===== src/rtl/ps2_dev_tx_fifo.sv =====
// ps2_dev_tx_fifo: queued PS/2 device transmitter with clock divider, gap insertion and inhibit retry.
// Latency: wr_en in cycle N into an idle, empty block drives the start bit in cycle N+2.
// Backpressure: full blocks further writes (dropped); host inhibit aborts and retries the head byte.

module sync_fifo #(
   parameter int WIDTH = 9,
   parameter int DEPTH = 8
) (
   input  logic             clk_25mhz,
   input  logic             reset,
   input  logic             push,
   input  logic [WIDTH-1:0] push_dat,
   input  logic             pop,
   output logic [WIDTH-1:0] head_dat,
   output logic             full,
   output logic             empty
);
   localparam int AW = $clog2(DEPTH);
   localparam logic [AW:0] FULL_CNT = (AW + 1)'(DEPTH);

   logic [WIDTH-1:0] mem [DEPTH];
   logic [AW-1:0]    wr_ptr;
   logic [AW-1:0]    rd_ptr;
   logic [AW:0]      count;
   logic             do_push;
   logic             do_pop;

   assign full     = (count == FULL_CNT);
   assign empty    = (count == '0);
   assign do_push  = push && !full;
   assign do_pop   = pop && !empty;
   assign head_dat = mem[rd_ptr];

   always_ff @(posedge clk_25mhz) begin
      if (reset) begin
         wr_ptr <= '0;
         rd_ptr <= '0;
         count  <= '0;
      end else begin
         if (do_push) wr_ptr <= wr_ptr + 1'b1;
         if (do_pop)  rd_ptr <= rd_ptr + 1'b1;
         case ({do_push, do_pop})
            2'b10:   count <= count + 1'b1;
            2'b01:   count <= count - 1'b1;
            default: ;
         endcase
      end
   end

   always_ff @(posedge clk_25mhz) begin
      if (do_push) mem[wr_ptr] <= push_dat;
   end
endmodule

module ps2_dev_tx_fifo #(
   parameter int CLK_DIV    = 1000,
   parameter int FIFO_DEPTH = 8,
   parameter int GAP_HALFS  = 1023
) (
   input  logic       clk_25mhz,
   input  logic       reset,
   input  logic       wr_en,
   input  logic [8:0] wr_data,
   output logic       full,
   output logic       empty,
   output logic       busy,
   output logic       sent,
   output logic       aborted,
   input  logic       ps2_clk_in,
   input  logic       ps2_data_in,
   output logic       ps2_clk_oe,
   output logic       ps2_data_oe
);
   localparam int PW = $clog2(CLK_DIV + 1);
   localparam int GW = $clog2(GAP_HALFS + 1);
   localparam logic [PW-1:0] PRESC_LAST = PW'(CLK_DIV - 1);
   localparam logic [GW-1:0] GAP_LAST   = GW'(GAP_HALFS - 1);
   // Bit index 11 marks the trailing released-clock half after the stop bit.
   localparam logic [3:0] BIT_TAIL = 4'd11;

   typedef enum logic [2:0] {IDLE, GAP, HIGH, LOW, INHIBIT} state_t;

   state_t        state;
   logic [PW-1:0] presc;
   logic [GW-1:0] gap_cnt;
   logic [3:0]    bit_cnt;
   logic [8:0]    head;
   logic          half_end;
   logic          line_idle;
   logic          pop;

   function automatic logic bit_oe(input logic [3:0] idx, input logic [7:0] b);
      logic v;
      if (idx == 4'd0)       v = 1'b0;
      else if (idx <= 4'd8)  v = b[3'(idx - 4'd1)];
      else if (idx == 4'd9)  v = ~^b;
      else                   v = 1'b1;
      return ~v;
   endfunction

   assign half_end  = (presc == PRESC_LAST);
   assign line_idle = ps2_clk_in && ps2_data_in;
   assign pop       = (state == HIGH) && (bit_cnt == BIT_TAIL) && half_end && !reset;
   assign busy      = (state != IDLE);

   sync_fifo #(
      .WIDTH (9),
      .DEPTH (FIFO_DEPTH)
   ) u_fifo (
      .clk_25mhz (clk_25mhz),
      .reset     (reset),
      .push      (wr_en),
      .push_dat  (wr_data),
      .pop       (pop),
      .head_dat  (head),
      .full      (full),
      .empty     (empty)
   );

   always_ff @(posedge clk_25mhz) begin
      if (reset) begin
         state       <= IDLE;
         presc       <= '0;
         gap_cnt     <= '0;
         bit_cnt     <= '0;
         sent        <= 1'b0;
         aborted     <= 1'b0;
         ps2_clk_oe  <= 1'b0;
         ps2_data_oe <= 1'b0;
      end else begin
         sent    <= 1'b0;
         aborted <= 1'b0;

         // While inhibited the prescaler measures continuous clock-high time.
         if (state == IDLE || (state == INHIBIT && !ps2_clk_in) || half_end)
            presc <= '0;
         else
            presc <= presc + 1'b1;

         case (state)
            IDLE: begin
               if (!empty && line_idle) begin
                  gap_cnt <= '0;
                  bit_cnt <= '0;
                  if (head[8]) begin
                     state <= GAP;
                  end else begin
                     state       <= HIGH;
                     ps2_data_oe <= 1'b1;
                  end
               end
            end
            GAP: begin
               if (half_end) begin
                  if (gap_cnt == GAP_LAST) begin
                     state       <= HIGH;
                     ps2_data_oe <= 1'b1;
                  end else begin
                     gap_cnt <= gap_cnt + 1'b1;
                  end
               end
            end
            HIGH: begin
               if (half_end) begin
                  if (bit_cnt == BIT_TAIL) begin
                     sent    <= 1'b1;
                     bit_cnt <= '0;
                     state   <= IDLE;
                  end else if (!ps2_clk_in) begin
                     aborted     <= 1'b1;
                     ps2_data_oe <= 1'b0;
                     state       <= INHIBIT;
                  end else begin
                     ps2_clk_oe <= 1'b1;
                     state      <= LOW;
                  end
               end
            end
            LOW: begin
               if (half_end) begin
                  ps2_clk_oe  <= 1'b0;
                  bit_cnt     <= bit_cnt + 4'd1;
                  ps2_data_oe <= bit_oe(bit_cnt + 4'd1, head[7:0]);
                  state       <= HIGH;
               end
            end
            INHIBIT: begin
               if (half_end && ps2_clk_in) state <= IDLE;
            end
            default: state <= IDLE;
         endcase
      end
   end
endmodule


===== config.mk =====
export PLATFORM = sky130hd
export DESIGN_NAME = ps2_dev_tx_fifo
export DESIGN_NICKNAME = d
export VERILOG_FILES = /design/src/rtl/ps2_dev_tx_fifo.sv
export SDC_FILE = /design/constraint.sdc
export NUM_CORES = 1
export LEC_CHECK = 0
export ABC_AREA = 0
export CAP_MARGIN = 15
export CORE_MARGIN = 2
export CORE_UTILIZATION = 38
export CTS_BUF_LIST = sky130_fd_sc_hd__clkbuf_4 sky130_fd_sc_hd__clkbuf_8 sky130_fd_sc_hd__clkbuf_16
export DETAILED_ROUTE_END_ITERATION = 12
export GPL_TIMING_DRIVEN = 0
export HOLD_SLACK_MARGIN = 0.15
export MAX_ROUTING_LAYER = met4
export PLACE_DENSITY = 0.53
export SETUP_SLACK_MARGIN = 0.3
export SYNTH_ARGS = -nofsm -noshare
export SYNTH_HDL_FRONTEND = slang
export SYNTH_SLANG_ARGS = --single-unit
export TNS_END_PERCENT = 1

===== constraint.sdc =====
create_clock -name clk_25mhz -period 7.81 [get_ports clk_25mhz]
set_clock_uncertainty 0.05 [all_clocks]
set_input_delay 1.562 -clock clk_25mhz [delete_from_list [all_inputs] [get_ports clk_25mhz]]
set_output_delay 1.562 -clock clk_25mhz [all_outputs]
set_load 0.02 [all_outputs]

==> flow_metrics.env <==
export IMPL_initial_utilization_pct=38.7
export IMPL_final_setup_tns_ns=0
export IMPL_worstMarginPinSlew_ns=1.04
export IMPL_hpwl_mm=6.65
export IMPL_synth_fp_nets=432
export IMPL_cts_setup_buffers=0
export IMPL_worst_skew_pair_late_latency_ns=0.42
export IMPL_worstSetupPathType="in2reg"
export IMPL_nNetsFinal=472
export IMPL_grt_pass1_vias=3215
export IMPL_first_pass_iters=4
export IMPL_cts_tree="built"
export IMPL_drtAntennaViolNets=0
export IMPL_hold_viol=0
export IMPL_placed_cells=605
export IMPL_antenna_found_initial=0
export IMPL_gr_total_overflow=0
export IMPL_io_pins=21
export IMPL_min_period_ns=3.76
export IMPL_cp_startpoint="reset"
export IMPL_yosys_top_cells_area="edfxtp_1, dfxtp_1, mux4_2, nor2_1, ha_1"
export IMPL_power_density_mw_per_mm2=269
export IMPL_crit_path_end_kind="flip-flop"
export IMPL_synth_seq_cells=116
export IMPL_yosysUniqueCellTypes=54
export IMPL_ctsResizeCount=0
export IMPL_clk_pin_slew_ns=0.05
export IMPL_area_growth_pct=20.1
export IMPL_port_buffers=20
export IMPL_synthArstFlopShare_pct=0
export IMPL_core_sq_mm=0.0132
export IMPL_synth_top_cell_area_share_pct=42.3
export IMPL_use_met1_pct=18.7
export IMPL_arrival_ns=4.06
export IMPL_max_slew_margin_rel_pct=30.6
export IMPL_die_y_um=120
export IMPL_worst_ep_required_time_ns=8.11
export IMPL_status="complete, no violations"
export IMPL_drv_slew=0
export IMPL_placementRows=42
export IMPL_cts_hold_buf=0
export IMPL_met2_usage_pct=23.7
export IMPL_reg2reg_from="presc[0]"
export IMPL_cp_start_kind="input pin"
export IMPL_gp_congestion=0.806
export IMPL_layout_drive_gt1_share_pct=14.1
export IMPL_max_vdd_ir_drop_mv=0.195
export IMPL_busiest_layer="met2"
export IMPL_worst_path_largest_cell_delay_ns=0.63
export IMPL_stdcell_count=637
export IMPL_crit_fanout=6
export IMPL_fmaxAchievable_mhz=266
export IMPL_clockBufferDepth=2
export IMPL_syn_cell_area_sq_mm=0.00511
export IMPL_yosysSeqAreaShare_pct=59.5
export IMPL_die_x_um=120
export IMPL_final_cell_mix="edfxtp_1, dfxtp_1, nor2_1"
export IMPL_worstPathCellList="clkdlybuf4s50_1 -> nor4_2 -> ha_1 -> xor2_1 -> ha_1 -> a21oi_1 -> xor2_1 -> or3_1 -> a21oi_1"
export IMPL_cts_root_buf="clkbuf_16"
export IMPL_drtIter0Drc=239
export IMPL_grt_start_max_net_pins=17
export IMPL_total_power_uw=1650
export IMPL_cts_sinks=116
export IMPL_rsz0062_at_grt="false"
export IMPL_yosys_area_top_type="edfxtp_1"
export IMPL_met3_usage_pct=5.37
export IMPL_drt_vias_per_instance=5.08
export IMPL_grt_first_pass_wirelength_mm=16.3
export IMPL_final_cell_area_sq_mm=0.00613
export IMPL_die_area_sq_mm=0.0144
export IMPL_final_common_cell="edfxtp_1"
export IMPL_hp_class="reg2reg"
export IMPL_timing_final_crit_share_pct=48.2
export IMPL_crit_slowest_cell="nor4_2"
export IMPL_htree_levels=4
export IMPL_route_detailed_drc=0
export IMPL_wl_per_cell_um=15.3
export IMPL_wirelength_mm=9.75
export IMPL_synth_area_per_cell_sq_um=12.5
export IMPL_placed_area_sq_mm=0.00554
export IMPL_syn_inst=408
export IMPL_ys_warn_count=0
export IMPL_num_vias=3233
export IMPL_n_antenna_cell=0
export IMPL_synth_edf_count=72
export IMPL_synth_ff_type="edfxtp_1"
export IMPL_p_leak_uw=0.00205
export IMPL_hold_path_startpoint="presc[0]"
export IMPL_numCtsBuffers=17
export IMPL_max_cap_violations=0
export IMPL_finalSetupViolCount=0
export IMPL_grtUsageTotal_pct=15.5
## through the flow
step	hold slack, ns	setup slack (ns)	utilization (%)
global route	0.435	3.76	46.5
detailed placement	0.407	3.57	42.0
floorplan	0.380	4.43	-
finish	0.420	4.05	46.5
global placement	0.398	3.61	41.9
CTS	0.419	4.02	46.5
## area by class of cell
type | instances | area, sq um
timing repair buffer | 21 | 205
clock buffer | 18 | 433
clock inverter | 14 | 161
tap | 176 | 220
multi-input combinational | 266 | 1960
fill | 1191 | 7060
buffer | 13 | 58.8
sequential | 116 | 3040
inverter | 13 | 48.8
## synthesized netlist by cell type, types with 2 or more instances
| library cell | instances |
|---|---|
| nand2_1 | 31 |
| nor4_1 | 2 |
| buf_2 | 2 |
| o21ai_1 | 2 |
| mux4_2 | 12 |
| xnor3_1 | 2 |
| nand3b_1 | 2 |
| o22ai_1 | 6 |
| buf_1 | 2 |
| nand4_1 | 7 |
| mux2i_1 | 6 |
| nand2b_1 | 8 |
| a21oi_1 | 23 |
| xnor2_1 | 7 |
| xor2_1 | 13 |
| o31ai_1 | 3 |
| mux4_1 | 3 |
| nor2_1 | 43 |
| nand3_1 | 12 |
| nor4bb_1 | 2 |
| nor4_2 | 2 |
| or4_1 | 3 |
| nor2b_1 | 6 |
| ha_1 | 10 |
| clkbuf_1 | 8 |
| o21ai_0 | 7 |
| dfxtp_1 | 44 |
| a31o_2 | 2 |
| and3_1 | 4 |
| or2_2 | 4 |
| a31oi_1 | 3 |
| inv_1 | 13 |
| nor3_1 | 6 |
| mux2_2 | 8 |
| edfxtp_1 | 72 |
| and2_1 | 2 |
| or3_1 | 9 |
## sequential cells by signal (all words and copies together), names as in the netlist, named ones only
| name | cells |
|---|---|
| presc | 10 |
| u_fifo.wr_ptr | 3 |
| ps2_data_oe | 1 |
| sent | 1 |
| u_fifo.count | 4 |
| state | 3 |
| aborted | 1 |
| u_fifo.rd_ptr | 3 |
| ps2_clk_oe | 1 |
| bit_cnt | 4 |
| gap_cnt | 10 |
| u_fifo.mem | 72 |
## report_power, final
part / switching [uW] / total, uW / internal (uW)
Sequential: 15.7 / 686 / 670
Combinational: 112 / 188 / 75.5
Clock: 277 / 778 / 501
Total: 405 / 1650 / 1250
## worst paths after layout
kind | cells past startpoint | endpoint | slack [ns]
worst max-delay path | 9 | u_fifo.count[2] | 4.05
worst min-delay path | 1 | presc[0] | 0.42
worst max register to register | 11 | u_fifo.count[2] | 4.44
worst min register to register | 1 | presc[0] | 0.42
## routing by layer
metal / vias up / routed length (um) / part of all wire, %
met5: - / 0 / 0
met4: 0 / 167 / 1.7
met3: 13 / 368 / 3.8
met2: 47 / 4600 / 47
met1: 1555 / 4620 / 47
li1: 1618 / - / -
## logic make-up (layout without fill, tap and decap cells)
family / after synthesis / after routing / share of synthesized area (%)
compound gates: 57 / 57 / 6.98
mux: 29 / 29 / 9.77
fa+ha+maj: 10 / 10 / 2.45
flops: 116 / 116 / 59.5
buf+inv: 26 / 79 / 2.11
xor+xnor: 22 / 22 / 4.31
simple gates: 148 / 148 / 14.8
## critical path, delay by kind of cell
family                     cells  cell delay [ns]
AOI/OAI and AO/OA              2             0.31
buffers and inverters          1             0.54
and+or+nand+nor                2             0.94
adders and majority gates      2             0.53
xor gates and xnor gates       2             0.20
Power figures use the tool's default switching activity.
